`src/rtl/fetch_stage.sv`:
```
// Instruction-fetch stage: PC register, instruction-memory word index, IF/ID pipeline register.
// Latency: 1 clk from PC to ifid_instr. Instruction memory is combinational and always ready.
// Backpressure: stall holds PC and IF/ID. A redirect (branch or jump) overrides stall and flushes IF/ID.
//
// Ports:
//   clk, rst          rising-edge clock, synchronous active-high reset
//   stall             hold PC and IF/ID contents (hazard unit)
//   br_taken/target   EX-stage taken branch and its byte target (highest redirect priority)
//   jmp/jmp_target    ID-stage jump and its byte target
//   imem_addr         word index into instruction memory, {0, pc[IMEM_AW+1:2]}
//   imem_data         instruction returned combinationally for imem_addr
//   if_pc             current fetch PC (byte address)
//   ifid_instr/pc4    IF/ID instruction and the PC+4 of that instruction
//   ifid_valid        IF/ID holds a real (non-flushed) instruction
//   fetch_cnt, stall_cnt, flush_cnt
//                     performance counters, present only when FETCH_PERF_CNT_EN is defined
//
// Build option: FETCH_PERF_CNT_EN adds the three wrapping performance counters.
module fetch_stage #(
  parameter int          DW       = 32,
  parameter int          IMEM_AW  = 5,
  parameter logic [31:0] RESET_PC = 32'h0,
  parameter logic [31:0] NOP      = 32'h0
) (
  input  logic          clk,
  input  logic          rst,
  input  logic          stall,
  input  logic          br_taken,
  input  logic [DW-1:0] br_target,
  input  logic          jmp,
  input  logic [DW-1:0] jmp_target,
  output logic [DW-1:0] imem_addr,
  input  logic [DW-1:0] imem_data,
  output logic [DW-1:0] if_pc,
  output logic [DW-1:0] ifid_instr,
  output logic [DW-1:0] ifid_pc4,
  output logic          ifid_valid
`ifdef FETCH_PERF_CNT_EN
  ,
  output logic [DW-1:0] fetch_cnt,
  output logic [DW-1:0] stall_cnt,
  output logic [DW-1:0] flush_cnt
`endif
);

  // Clears the byte-offset bits of a redirect target so fetch stays word aligned.
  localparam logic [DW-1:0] ALIGN_MASK = ~DW'(3);
  localparam logic [DW-1:0] PC_INIT    = DW'(RESET_PC);
  localparam logic [DW-1:0] NOP_INSTR  = DW'(NOP);

  logic [DW-1:0] pc;
  logic [DW-1:0] pc4;
  logic          redirect;
  logic [DW-1:0] redirect_pc;
  logic          advance;

  // pc+4 wraps naturally at 2^DW.
  assign pc4 = pc + DW'(4);

  // Only the low word-index bits reach memory, so fetch aliases every 2^IMEM_AW words.
  assign imem_addr = {{(DW-IMEM_AW){1'b0}}, pc[IMEM_AW+1:2]};
  assign if_pc     = pc;

  // The branch is resolved in EX and is older than a jump decoded in ID, so it wins.
  assign redirect    = br_taken | jmp;
  assign redirect_pc = (br_taken ? br_target : jmp_target) & ALIGN_MASK;
  assign advance     = ~redirect & ~stall;

  always_ff @(posedge clk) begin
    if (rst) begin
      pc         <= PC_INIT;
      ifid_instr <= NOP_INSTR;
      ifid_pc4   <= '0;
      ifid_valid <= 1'b0;
    end else if (redirect) begin
      // Redirect beats stall: the instruction in IF is on the wrong path either way.
      pc         <= redirect_pc;
      ifid_instr <= NOP_INSTR;
      ifid_pc4   <= '0;
      ifid_valid <= 1'b0;
    end else if (advance) begin
      pc         <= pc4;
      ifid_instr <= imem_data;
      ifid_pc4   <= pc4;
      ifid_valid <= 1'b1;
    end
    // Otherwise stall: PC and IF/ID hold.
  end

`ifdef FETCH_PERF_CNT_EN
  // Exactly one counter moves on every non-reset cycle.
  always_ff @(posedge clk) begin
    if (rst) begin
      fetch_cnt <= '0;
      stall_cnt <= '0;
      flush_cnt <= '0;
    end else if (redirect) begin
      flush_cnt <= flush_cnt + DW'(1);
    end else if (stall) begin
      stall_cnt <= stall_cnt + DW'(1);
    end else begin
      fetch_cnt <= fetch_cnt + DW'(1);
    end
  end
`endif

endmodule

```
`config.mk`:
```
export PLATFORM = sky130hd
export DESIGN_NAME = fetch_stage
export DESIGN_NICKNAME = d
export VERILOG_FILES = /design/src/rtl/fetch_stage.sv
export SDC_FILE = /design/constraint.sdc
export NUM_CORES = 1
export LEC_CHECK = 0
export CAP_MARGIN = 10
export CORE_MARGIN = 2
export CORE_UTILIZATION = 41
export CTS_CLUSTER_DIAMETER = 80
export DETAILED_ROUTE_END_ITERATION = 16
export HOLD_SLACK_MARGIN = 0.03
export PLACE_DENSITY = 0.81
export SLEW_MARGIN = 10
export SYNTH_ARGS = -nofsm -noshare
export SYNTH_HDL_FRONTEND = slang
export SYNTH_SLANG_ARGS = --single-unit
```
`constraint.sdc`:
```
create_clock -name clk -period 2.3 [get_ports clk]
set_clock_uncertainty 0.2 [all_clocks]
set_input_delay 0.46 -clock clk [delete_from_list [all_inputs] [get_ports clk]]
set_output_delay 0.46 -clock clk [all_outputs]
set_load 0.1 [all_outputs]
```
==> impl_metrics.ini <==
[route]
dr.pass1.iters = 4
via_count = 4740
via_per_inst = 5.232
drc = 0
drt-initial-drc-count = 225
wl_per_cell_um = 16.08
postRouteAntennaNets = 0
routed_wl_um = 14570

[sta]
rsz0062_at_grt = no
finalCritPeriodShare_pct = 92.47
setup_viol = 0
min_period_ns = 2.127
setup_slack_ns = 0.1732
setup_tns_ns = 0
finalHoldViolations = 0
max_freq_ghz = 0.4702
drv_slew = 0

[critical_path]
crit_chain = ha_1 > nand3_1 > buf_4 > nor2_1 > a31oi_1 > o21ai_0 > a21oi_1
required_ns = 2.32
crit_arrival_ns = 2.15
path_delay_family = compound AO/OA/AOI/OAI gates
cp.buffers_inverters = 1
crit_type = register to register
cp_slowest_cell = dfxtp_4
rrSetupSlack_ns = 0.17
worstSetupStartpointType = register
worstReg2RegStart = if_pc[2]$_SDFFE_PP0P_
rr_worst_depth = 7
end_kind = register
r2r-end = if_pc[16]$_SDFFE_PP0P_
crit_fanout = 7
slowest_delay_ns = 0.39

[floorplan]
die_w_um = 111.6
initial_utilization_pct = 41.78
rows = 39
core_um2 = 11370
ios = 230
die_area_um2 = 12460
die_h_um = 111.6

[logic_synthesis]
avgSynthCellArea_um2 = 8.219
synth-xor-area-share_pct = 3.503
synth-simple-area-share_pct = 22.60
yosysUniqueCellTypes = 48
synth_top_area_share_pct = 39.19
synth_common_cells = dfxtp_1, a21oi_1, nand2_1, nor2_1, buf_4
yosysSeqAreaShare_pct = 39.19
synthMuxAreaShare_pct = 7.585
yosysMostFrequentCell = dfxtp_1
synth_ff_type = dfxtp_1
synth_compound_area_share_pct = 16.96
ys_ff_latch = 93
yosys-top-cells-area = dfxtp_1, a21oi_1, mux2i_1
ys.warnings.count = 0
synthArstFlopShare_pct = 0
syn_inst = 578
synth_edf_count = 0
synth_top_family_by_area = simple AND/OR/NAND/NOR gates
synth_fa_ha_area_share_pct = 0.2634
yosys.area.top_type = dfxtp_1
syn_area_um2 = 4751

[pwr]
peakVddDrop_mv = 0.4391
p_leak_nw = 2.810
power.total_mw = 4.488
power.density_nw_per_um2 = 654.0

[clock_network]
cts_resized = 0
postCtsHoldBufs = 0
cts_max_path_buffers = 2
root_buffer = clkbuf_16
path_clk_slew_ns = 0.07
ctsHtreeMaxLevel = 3
clock_latency_ns = 0.34
cts_sinks = 93
cts_made_buffers = 9
cts_post_setup_buffers_inserted = 0
cts_tree = yes

[grt]
grt_pass1_wl_um = 23400
grt_pass1_vias = 4711
grt_overflow = 0
antenna_found_initial = 0
grt_max_degree = 51
grt_usage_pct = 23.07

[place]
post-place-ws_ns = 0.1374
portBuffers = 194
dp_hpwl_um = 11070
routabilityCongestion = 0.8486

[worst_hold_path]
hold_path_depth = 2
whs_endpoint = ifid_valid$_SDFFE_PP0P_
hp-start = ifid_valid$_SDFFE_PP0P_
worstHoldPathType = register to register

[layout]
drive_above_1_share_pct = 22.80
area_growth_pct = 44.43
antenna_cells = 0
num-nets-final = 861
fin_util_pct = 60.35

[job]
maxCapViolCount = 0

[outcome]
status = finished, final reports clean
## per-layer routing
layer / vias up / global-route usage, % / share of wire, %
met4: 0 / 9.136 / 2.5
met2: 190 / 39.72 / 49
li1: 2333 / - / -
met5: - / 0 / 0
met1: 2191 / 27.21 / 41
met3: 26 / 6.424 / 8.1
## worst max-delay path by stage
| stage | from | endpoint | slack [ns] | depth (start not counted) |
|---|---|---|---|---|
| floorplan | if_pc[14]$_SDFFE_PP0P_ | if_pc[19]$_SDFFE_PP0P_ | 0.06 | 6 |
| global placement | rst | ifid_pc4[4]$_SDFFE_PP0P_ | 0.23 | 4 |
| detailed placement | rst | ifid_pc4[5]$_SDFFE_PP0P_ | 0.14 | 4 |
| CTS | if_pc[2]$_SDFFE_PP0P_ | if_pc[20]$_SDFFE_PP0P_ | 0.19 | 6 |
| global route | if_pc[2]$_SDFFE_PP0P_ | if_pc[12]$_SDFFE_PP0P_ | 0.07 | 7 |
| finish | if_pc[2]$_SDFFE_PP0P_ | if_pc[16]$_SDFFE_PP0P_ | 0.17 | 7 |
## flip-flops by register name, indices dropped and copies added (netlist names)
name,flops
ifid_instr,32
ifid_pc4,30
ifid_valid,1
if_pc,30
## where the power goes
part,internal [mW],switching [mW]
clock network,0.904,0.631
logic,0.347,0.857
registers,1.67,0.0811
total,2.92,1.57
## through the flow
step / hold slack, ns / area, um2 / std cells
after floorplan: 0.3971 / 4900 / 608
after global placement: 0.2378 / 6554 / 891
after detailed placement: 0.2457 / 6554 / 891
after CTS: 0.2557 / 6862 / 906
after global routing: 0.2692 / 6862 / 906
final: 0.2494 / 6862 / 906
## worst reg2reg max path, stage by stage, from the launching register on
cell and delay (ns):
dfxtp_4 0.39, ha_1 0.21, nand3_1 0.17, buf_4 0.20, nor2_1 0.33, a31oi_1 0.15
o21ai_0 0.26, a21oi_1 0.11
## cells by family (layout without fill, tap and decap cells)
| group | count (synthesis) | after routing |
|---|---|---|
| AOI/OAI and AO/OA | 144 | 144 |
| xor gates and xnor gates | 19 | 19 |
| adders and majority gates | 1 | 1 |
| buffers and inverters | 83 | 238 |
| DFF | 93 | 93 |
| muxes | 36 | 36 |
| other | 1 | 31 |
| and+or+nand+nor | 201 | 201 |
## cell type report
cell class	instances	area, um2
clock buffers	10	250.2
clock inverters	5	57.56
well taps	143	178.9
flip-flops and latches	93	1898
inverters	8	30.03
repair buffers	215	1904
fillers	1000	4508
multi-input cells	432	2542
## cells in the final DEF, fill, tap and decap left out, types with 2 or more instances in the layout
cell type,instances
buf_4,115
clkdlybuf4s50_1,93
a21oi_1,90
dfxtp_1,68
nand2_1,65
nor2_1,52
mux2i_1,36
conb_1,31
nand3b_1,24
dfxtp_2,23
o21ai_0,19
xnor2_1,15
nand4_1,10
clkbuf_16,10
nand3_1,9
nor4_1,9
inv_1,8
o31a_1,7
and4_1,6
and3_1,6
o21ai_1,6
o22ai_1,5
buf_12,5
nor3_1,4
o211ai_1,4
xor2_1,4
a31oi_1,3
a211oi_1,3
and4_4,2
nand4_4,2
nand2b_1,2
clkinv_2,2
dfxtp_4,2
buf_2,2
Power figures use the tool's default switching activity.
